$ cat src/rtl/poll_scheduler.sv
// Frame-based sensor poll sequencer: each tick walks the enabled channels
// in ascending order, issuing a start and waiting for done or a timeout.
// Ports: clk, rst (async active-low), tick, ch_en, done, clr_flags ->
//   start (one-hot pulse), busy, active_ch, frame_done, timeout_flags,
//   overrun_cnt (saturating count of ticks dropped while busy).
module poll_scheduler #(
  parameter int NUM_CH         = 4,
  parameter int TIMEOUT_CYCLES = 1024
) (
  input  logic              clk,
  input  logic              rst,
  input  logic              tick,
  input  logic [NUM_CH-1:0] ch_en,
  input  logic [NUM_CH-1:0] done,
  input  logic              clr_flags,
  output logic [NUM_CH-1:0] start,
  output logic              busy,
  output logic [2:0]        active_ch,
  output logic              frame_done,
  output logic [NUM_CH-1:0] timeout_flags,
  output logic [7:0]        overrun_cnt
);

  // idx must be able to hold NUM_CH itself (the end-of-frame marker)
  localparam int IW = $clog2(NUM_CH + 1);
  localparam int TW = $clog2(TIMEOUT_CYCLES);

  localparam logic [IW-1:0] LAST = IW'(NUM_CH);
  localparam logic [TW-1:0] TMAX = TW'(TIMEOUT_CYCLES - 1);

  typedef enum logic [2:0] {
    S_IDLE,
    S_SCAN,
    S_START,
    S_WAIT,
    S_DONE
  } state_e;

  state_e            state_q;
  logic [NUM_CH-1:0] en_q;
  logic [IW-1:0]     idx_q;
  logic [TW-1:0]     timer_q;
  logic [NUM_CH-1:0] start_q;
  logic              busy_q;
  logic [2:0]        act_q;
  logic              fdone_q;
  logic [NUM_CH-1:0] flags_q;
  logic [NUM_CH-1:0] flags_d;
  logic [7:0]        ovr_q;
  logic [7:0]        ovr_d;

  logic [NUM_CH-1:0] idx_oh;
  logic              en_sel;
  logic              done_sel;
  logic              to_hit;
  logic              ovr_hit;

  // One-hot view of idx; stays all-zero once idx reaches NUM_CH
  always_comb begin
    idx_oh = '0;
    for (int i = 0; i < NUM_CH; i++) begin
      if (idx_q == IW'(i)) idx_oh[i] = 1'b1;
    end
  end

  assign en_sel   = |(en_q & idx_oh);
  assign done_sel = |(done & idx_oh);
  assign to_hit   = (state_q == S_WAIT) && !done_sel
                    && (timer_q == TMAX);
  assign ovr_hit  = tick && (state_q != S_IDLE);

  // Clear is applied first so a same-cycle set/increment survives
  always_comb begin
    flags_d = clr_flags ? '0 : flags_q;
    if (to_hit) flags_d = flags_d | idx_oh;
    ovr_d = clr_flags ? 8'd0 : ovr_q;
    if (ovr_hit && (ovr_d != 8'hFF)) ovr_d = ovr_d + 8'd1;
  end

  always_ff @(posedge clk or negedge rst) begin
    if (!rst) begin
      state_q <= S_IDLE;
      en_q    <= '0;
      idx_q   <= '0;
      timer_q <= '0;
      start_q <= '0;
      busy_q  <= 1'b0;
      act_q   <= '0;
      fdone_q <= 1'b0;
      flags_q <= '0;
      ovr_q   <= '0;
    end else begin
      flags_q <= flags_d;
      ovr_q   <= ovr_d;
      start_q <= '0;
      fdone_q <= 1'b0;
      unique case (state_q)
        S_IDLE: begin
          if (tick) begin
            en_q    <= ch_en;
            idx_q   <= '0;
            busy_q  <= 1'b1;
            state_q <= S_SCAN;
          end
        end
        S_SCAN: begin
          if (idx_q == LAST) begin
            fdone_q <= 1'b1;
            state_q <= S_DONE;
          end else if (en_sel) begin
            start_q <= idx_oh;
            act_q   <= 3'(idx_q);
            state_q <= S_START;
          end else begin
            idx_q <= idx_q + 1'b1;
          end
        end
        S_START: begin
          timer_q <= '0;
          state_q <= S_WAIT;
        end
        S_WAIT: begin
          if (done_sel || (timer_q == TMAX)) begin
            idx_q   <= idx_q + 1'b1;
            state_q <= S_SCAN;
          end else begin
            timer_q <= timer_q + 1'b1;
          end
        end
        S_DONE: begin
          busy_q  <= 1'b0;
          state_q <= S_IDLE;
        end
        default: state_q <= S_IDLE;
      endcase
    end
  end

  assign start         = start_q;
  assign busy          = busy_q;
  assign active_ch     = act_q;
  assign frame_done    = fdone_q;
  assign timeout_flags = flags_q;
  assign overrun_cnt   = ovr_q;

endmodule

$ cat config.mk
export PLATFORM = sky130hd
export DESIGN_NAME = poll_scheduler
export DESIGN_NICKNAME = d
export VERILOG_FILES = /design/src/rtl/poll_scheduler.sv
export SDC_FILE = /design/constraint.sdc
export NUM_CORES = 1
export LEC_CHECK = 0
export ABC_AREA = 1
export CORE_MARGIN = 2
export CORE_UTILIZATION = 40
export CTS_CLUSTER_DIAMETER = 50
export DETAILED_ROUTE_END_ITERATION = 8
export GPL_ROUTABILITY_DRIVEN = 0
export PLACE_DENSITY_LB_ADDON = 0.05
export SYNTH_ARGS = -nofsm -noshare
export SYNTH_HDL_FRONTEND = slang
export SYNTH_SLANG_ARGS = --single-unit
$ cat constraint.sdc
create_clock -name clk -period 1.7 [get_ports clk]
set_clock_uncertainty 0.15 [all_clocks]
set_input_delay 0.34 -clock clk [delete_from_list [all_inputs] [get_ports clk]]
set_output_delay 0.34 -clock clk [all_outputs]
set_load 0.02 [all_outputs]
Word level (Yosys, flattened, before mapping):

Index checks and enable logic that the tools add are counted.

* word-level logic and storage cells: 80
* bits of input ports: 12
* register bits after elaboration: 41

* bitwise logic cells: 4
* muxes and demuxes: 27
* $add $sub $neg: 3
* reductions and logical operators: 20
* equality and inequality tests: 16

Operator list (number)
* two-way mux 3 bit: 8
* two-way mux 4 bit: 5
* case mux 10 bit (2 select lines): 1
* two-way mux 8 bit: 2
* equality test 3 x 2 -> 1 bit, second input constant: 4
* case mux 3 bit (4 select lines): 1
* adder 10 x 1 -> 10 bit, second input constant: 1
* equality test 10 bit, second input constant: 1
* two-way mux 10 bit: 1
* case mux 3 bit (3 select lines): 1
* adder 8 x 1 -> 8 bit, second input constant: 1
* AND 4 bit: 2
* inequality test 2 bit, second input constant: 4
* inequality test 8 bit, second input constant: 1
* OR reduction 4 bit: 2
* two-way mux 1 bit: 7
* equality test 3 x 1 -> 1 bit, second input constant: 2
* equality test 3 bit, second input constant: 2
* logical NOT 3 bit: 2
* AND reduction 2 bit: 3
* AND reduction 3 bit: 2
* nonzero test 3 bit: 2
* AND reduction 5 bit: 1
* logical AND 1 bit: 4
* other kinds (9): 10

Longest topological paths before layout:

* depth after elaboration: 8
* depth in mapped cells: 11
* mapped depth without buffers: 11

Worst setup path before layout:

Ideal clock, no wire load.

* path kind: flip-flop to flip-flop
* start: register ovr_q[1], in the netlist overrun_cnt[1]
* end: register ovr_q[5], in the netlist overrun_cnt[5]
* path buffers: 0
* setup slack: -97 ps
* arrival time: 1530 ps
* stages on the path, launching flop included: 11
* cell sequence: dfrtp_1 inv_1 nor2_1 ha_1 nand2_1 nor2_2 nand3_2 o21ai_4 inv_2 nand2_1 nand2_1

* cells in the longest elaborated chain, start to end: 4
* elaborated cells between the ends (all ways): 5
* those cells by class: add/sub (1); eq/ne (1); mux (2); reduce/logical (1)

Ends and longest elaborated chain
* start, declared: line 49 `logic [7:0] ovr_q;`
* start signal, assigned: line 94 `ovr_q <= ovr_d;`
* two-way mux 8 bit (*): line 76 `ovr_d = clr_flags ? 8'd0 : ovr_q;`
* branches (longest 2 deep; another with adder 8 x 1 -> 8 bit)
* two-way mux 8 bit (*): line 77 `if (ovr_hit && (ovr_d != 8'hFF)) ovr_d = ovr_d + 8'd1;`
* via ovr_d[5]: line 50 `logic [7:0] ovr_d;`

Mark *: on every way through the listed nets, which the timed path passes.
A chain may end at the register's enable or synchronous reset.

Worst setup path in the final report:

* start: register idx_q[1]
* end: register timer_q[9]

* cells in the longest elaborated chain, start to end: 7
* elaborated cells between the ends (all ways): 13
* those cells by class: eq/ne (4); mux (4); bitwise (1); reduce/logical (4)

Ends and longest elaborated chain
* start, declared: line 41 `logic [IW-1:0] idx_q;`
* start signal, assigned: line 115 `idx_q <= idx_q + 1'b1;`
* start signal, assigned: line 124 `idx_q <= idx_q + 1'b1;`
* equality test 3 x 1 -> 1 bit, or another cell as far along: line 62 `if (idx_q == IW'(i)) idx_oh[i] = 1'b1;`
* two-way mux 1 bit: line 62
* AND 4 bit (*): line 67 `assign done_sel = |(done & idx_oh);`
* OR reduction 4 bit (*): line 67
* logical OR 1 bit (*): line 123 `if (done_sel || (timer_q == TMAX)) begin`
* inequality test 2 bit (no line) (*)
* AND reduction 2 bit (no line) (*)
* end signal, assigned: line 127 `timer_q <= timer_q + 1'b1;`
* end, declared: line 42 `logic [TW-1:0] timer_q;`

Every way passes the cells marked *; elsewhere a longest branch is shown, timed or not.

==> key figures <==
Yosys
  – Synthesized cell area: about 2300 um^2
  – Cells after synthesis: 286
  – Number of synthesized register bits: just over 40
  – Top cells by area, synth: dfrtp_1 (45%), nand2_1 (15%), inv_1 (5.1%), nor2_1 (5.1%), nand3_1 (4.1%)
  – YS warnings: 0
  – Syn Nets: 305
  – Area leader, netlist: dfrtp_1
  – Sequential share of the synthesized area: approximately 45%
  – Syn avg cell area: ~8 um^2
  – Synth cell types: 30
  – Yosys top cell area share: between 40% and 50%

Job
  – Max Cap Violations: 0

GRT
  – Pin count of the biggest net entering global routing: 42
  – Grt ovf: 0
  – First-pass GRT wire length: between 9000 and 10000 um
  – Antenna violations before repair: 0
  – Vias in the first global route: a little over 2000
  – Tot GR Track Use: between 10% and 20%

Floorplan
  – Die Span Y: 79.8 um
  – I/O pin total: 33
  – Die area: ~6400 um^2
  – Initial Util: a little over 40%
  – Num rows: 27
  – Core area: around 5500 um^2
  – Die X: ~80 um

Worst setup path
  – Critical Path Most Common Cell: nand2_4
  – Slowest-stage cell, CP: dfrtp_2
  – CP peak stage delay: 450 ps
  – WS Path Type: flip-flop to flip-flop
  – CP arrival: about 1900 ps
  – Crit path max fanout: 6
  – Worst EP required: 1730 ps
  – Setup crit end kind: flip-flop
  – Critical-path cell list: ha_4 > ha_4 > nand2_4 > nand2_4 > nor2_4 > nand3_4 > nand2_4 > clkinvlp_4 > nand2_1 > nand2_1
  – Worst setup SP type: flip-flop
  – CP startpoint: idx_q[1]$_DFFE_PN0P_
  – Crit Reg-Reg Startpoint: idx_q[1]$_DFFE_PN0P_

Clock tree
  – Clock transition at path regs: 80 ps
  – Clock root buffer: clkbuf_8
  – CTS sink cnt: 41
  – Max H-tree Level: 2
  – TritonCTS clock tree: built
  – CTS buffer count: 5
  – Clk_lat worst skew: 290 ps
  – Maximum clock insertion buffer count: 2

Finish
  – Post-route insts no fill: approximately 450
  – ANT cells: 0
  – Final core occ: between 60% and 70%
  – Nets: between 300 and 400
  – Share of layout cells above drive strength 1: a little under two fifths
  – Synthesis-to-layout area growth: 51.4%

Drt
  – Remaining antenna violation count: 0
  – Routed WL: about 5700 um
  – Via density per instance: 4.71
  – Vias: approximately 2100
  – First drt pass iteration count: 4
  – Initial DRC count: slightly above 80
  – Routed len/inst: ~13 um
  – DRC viols: 0

Timing
  – Hold Vio Cnt, Final: 0
  – PnR worst setup slack: -127 ps
  – Fin Hold WS: a little over 300 ps
  – Slew margin rel.: a little over 80%
  – Tmin final: roughly 1800 ps
  – RSZ-0062 raised after global routing: yes
  – Max Slew Vio Count: 0
  – Fmax: 547 MHz
  – Final setup viols: 21
  – Setup_tns: -1320 ps
  – Period utilisation layout: 107%
  – Least-Margin Pin Slew: approximately 270 ps

Power and ir drop
  – Pwr per Cell Area: between 1000 and 1500 nW/um^2
  – Leakage power: about 1.8 nW
  – VDD IR max: between 800 and 900 uV

Placement
  – Port-buffer cells: 32
  – Final HPWL DP: a little under 4000 um
  – Pre-CTS setup slack: -555 ps
  – Dpl cells: approximately 430

Min path
  – Type of the worst min-delay path: input port to flip-flop
  – Hold wc startpoint: clr_flags

Run status
  – Failing checks: setup timing
  – Status: finished with violations
## worst max-delay path: cells and delay by family, from the launching register on
kind                       cells  cell delay [ps]
DFF                            1              450
buffers and inverters          1              160
adders and majority gates      2              370
and+or+nand+nor                7              580
## synthesized netlist by cell type (all sizes together)
cell     count
clkinv       2
o21ai       14
nand2       99
o21bai       1
ha           7
dfrtp       41
xor2         9
mux2         4
mux2i        1
nor3b        1
nor2        38
inv         35
o211ai       1
buf          1
nand3       23
o2bb2ai      1
nor3         1
nand4        6
a21oi        1
## cell usage in the layout, fill, tap and decap left out, types with 5 or more instances in the layout
cell,count
nand2_1,72
buf_4,45
dfrtp_1,37
inv_1,26
nor2_1,23
dlygate4sd2_1,21
nand2_2,18
nand3_1,16
xor2_1,9
nand2_4,9
clkdlybuf4s50_1,9
nor2_4,8
buf_6,8
nor2_2,7
clkbuf_8,7
inv_2,6
o21ai_0,6
nand4_1,6
ha_4,5
## kinds of logic (layout without fill, tap and decap cells)
kind of cell,Yosys count,count (layout),synth area share (%)
adder cells (fa/ha/maj),7,7,3.81
AO/OA/AOI/OAI,18,18,5.28
AND/OR/NAND/NOR,168,168,33.6
multiplexers,5,5,2.56
flip-flops,41,41,44.6
XOR/XNOR,9,9,3.43
buffers and inverters,38,132,6.75
## per-stage QoR
stage / area [um^2] / power, W
after floorplan: 2320 / 0.00250
after global placement: 3060 / 0.00336
after detailed placement: 3060 / 0.00337
after CTS: 3270 / 0.00433
after global routing: 3480 / 0.00504
final: 3480 / 0.00468
## power breakdown
part	internal [W]	leakage, nW	total (W)	switching, W
Clock	0.000367	0.0542	0.000702	0.000335
Combinational	0.00121	1.22	0.00261	0.00140
Sequential	0.00119	0.538	0.00137	0.000174
## layer usage
layer	track usage, %	vias to the layer above	part of all wire, %
met4	4.58	0	0.72
met2	33.3	37	54
met3	3.73	6	2.7
met5	0	-	0
met1	23.7	1003	43
li1	-	1083	-
## cell type report
class | instances | area [um^2]
Tap cell | 72 | 90.1
Sequential cell | 41 | 1030
Fill cell | 509 | 2060
Timing Repair Buffer | 87 | 742
Clock inverter | 1 | 5.00
Multi-Input combinational cell | 207 | 1360
Clock buffer | 7 | 96.3
Inverter | 37 | 154
## timing repair
| action | 4_1_cts | 5_1_grt |
|---|---|---|
| setup buffers | 6 | 6 |
| resized for setup | 44 | 51 |
| setup endpoints to repair | 51 | 33 |
| hold endpoints to repair | 41 | 0 |
| cloned | 0 | 0 |
| pin swaps | 16 | 22 |
| hold buffers | 1 | 0 |
## registers in the layout, indices dropped and copies added (netlist names)
register,flops
active_ch,3
busy,1
en_q,4
frame_done,1
idx_q,3
overrun_cnt,8
start,4
state_q,3
timeout_flags,4
timer_q,10
## final timing paths
kind | endpoint | slack, ps | cells after the start
hold / removal | overrun_cnt[2]$_DFF_PN0_ | 310 | 4
setup reg to reg | timer_q[9]$_DFFE_PN0P_ | -130 | 10
max in group asynchronous | idx_q[0]$_DFFE_PN0P_ | 770 | 3
min in group asynchronous | overrun_cnt[1]$_DFF_PN0_ | 410 | 3
hold reg to reg | busy$_DFFE_PN0P_ | 340 | 1
setup / recovery | timer_q[9]$_DFFE_PN0P_ | -130 | 10
No activity file was read; power rests on OpenSTA's default activity.
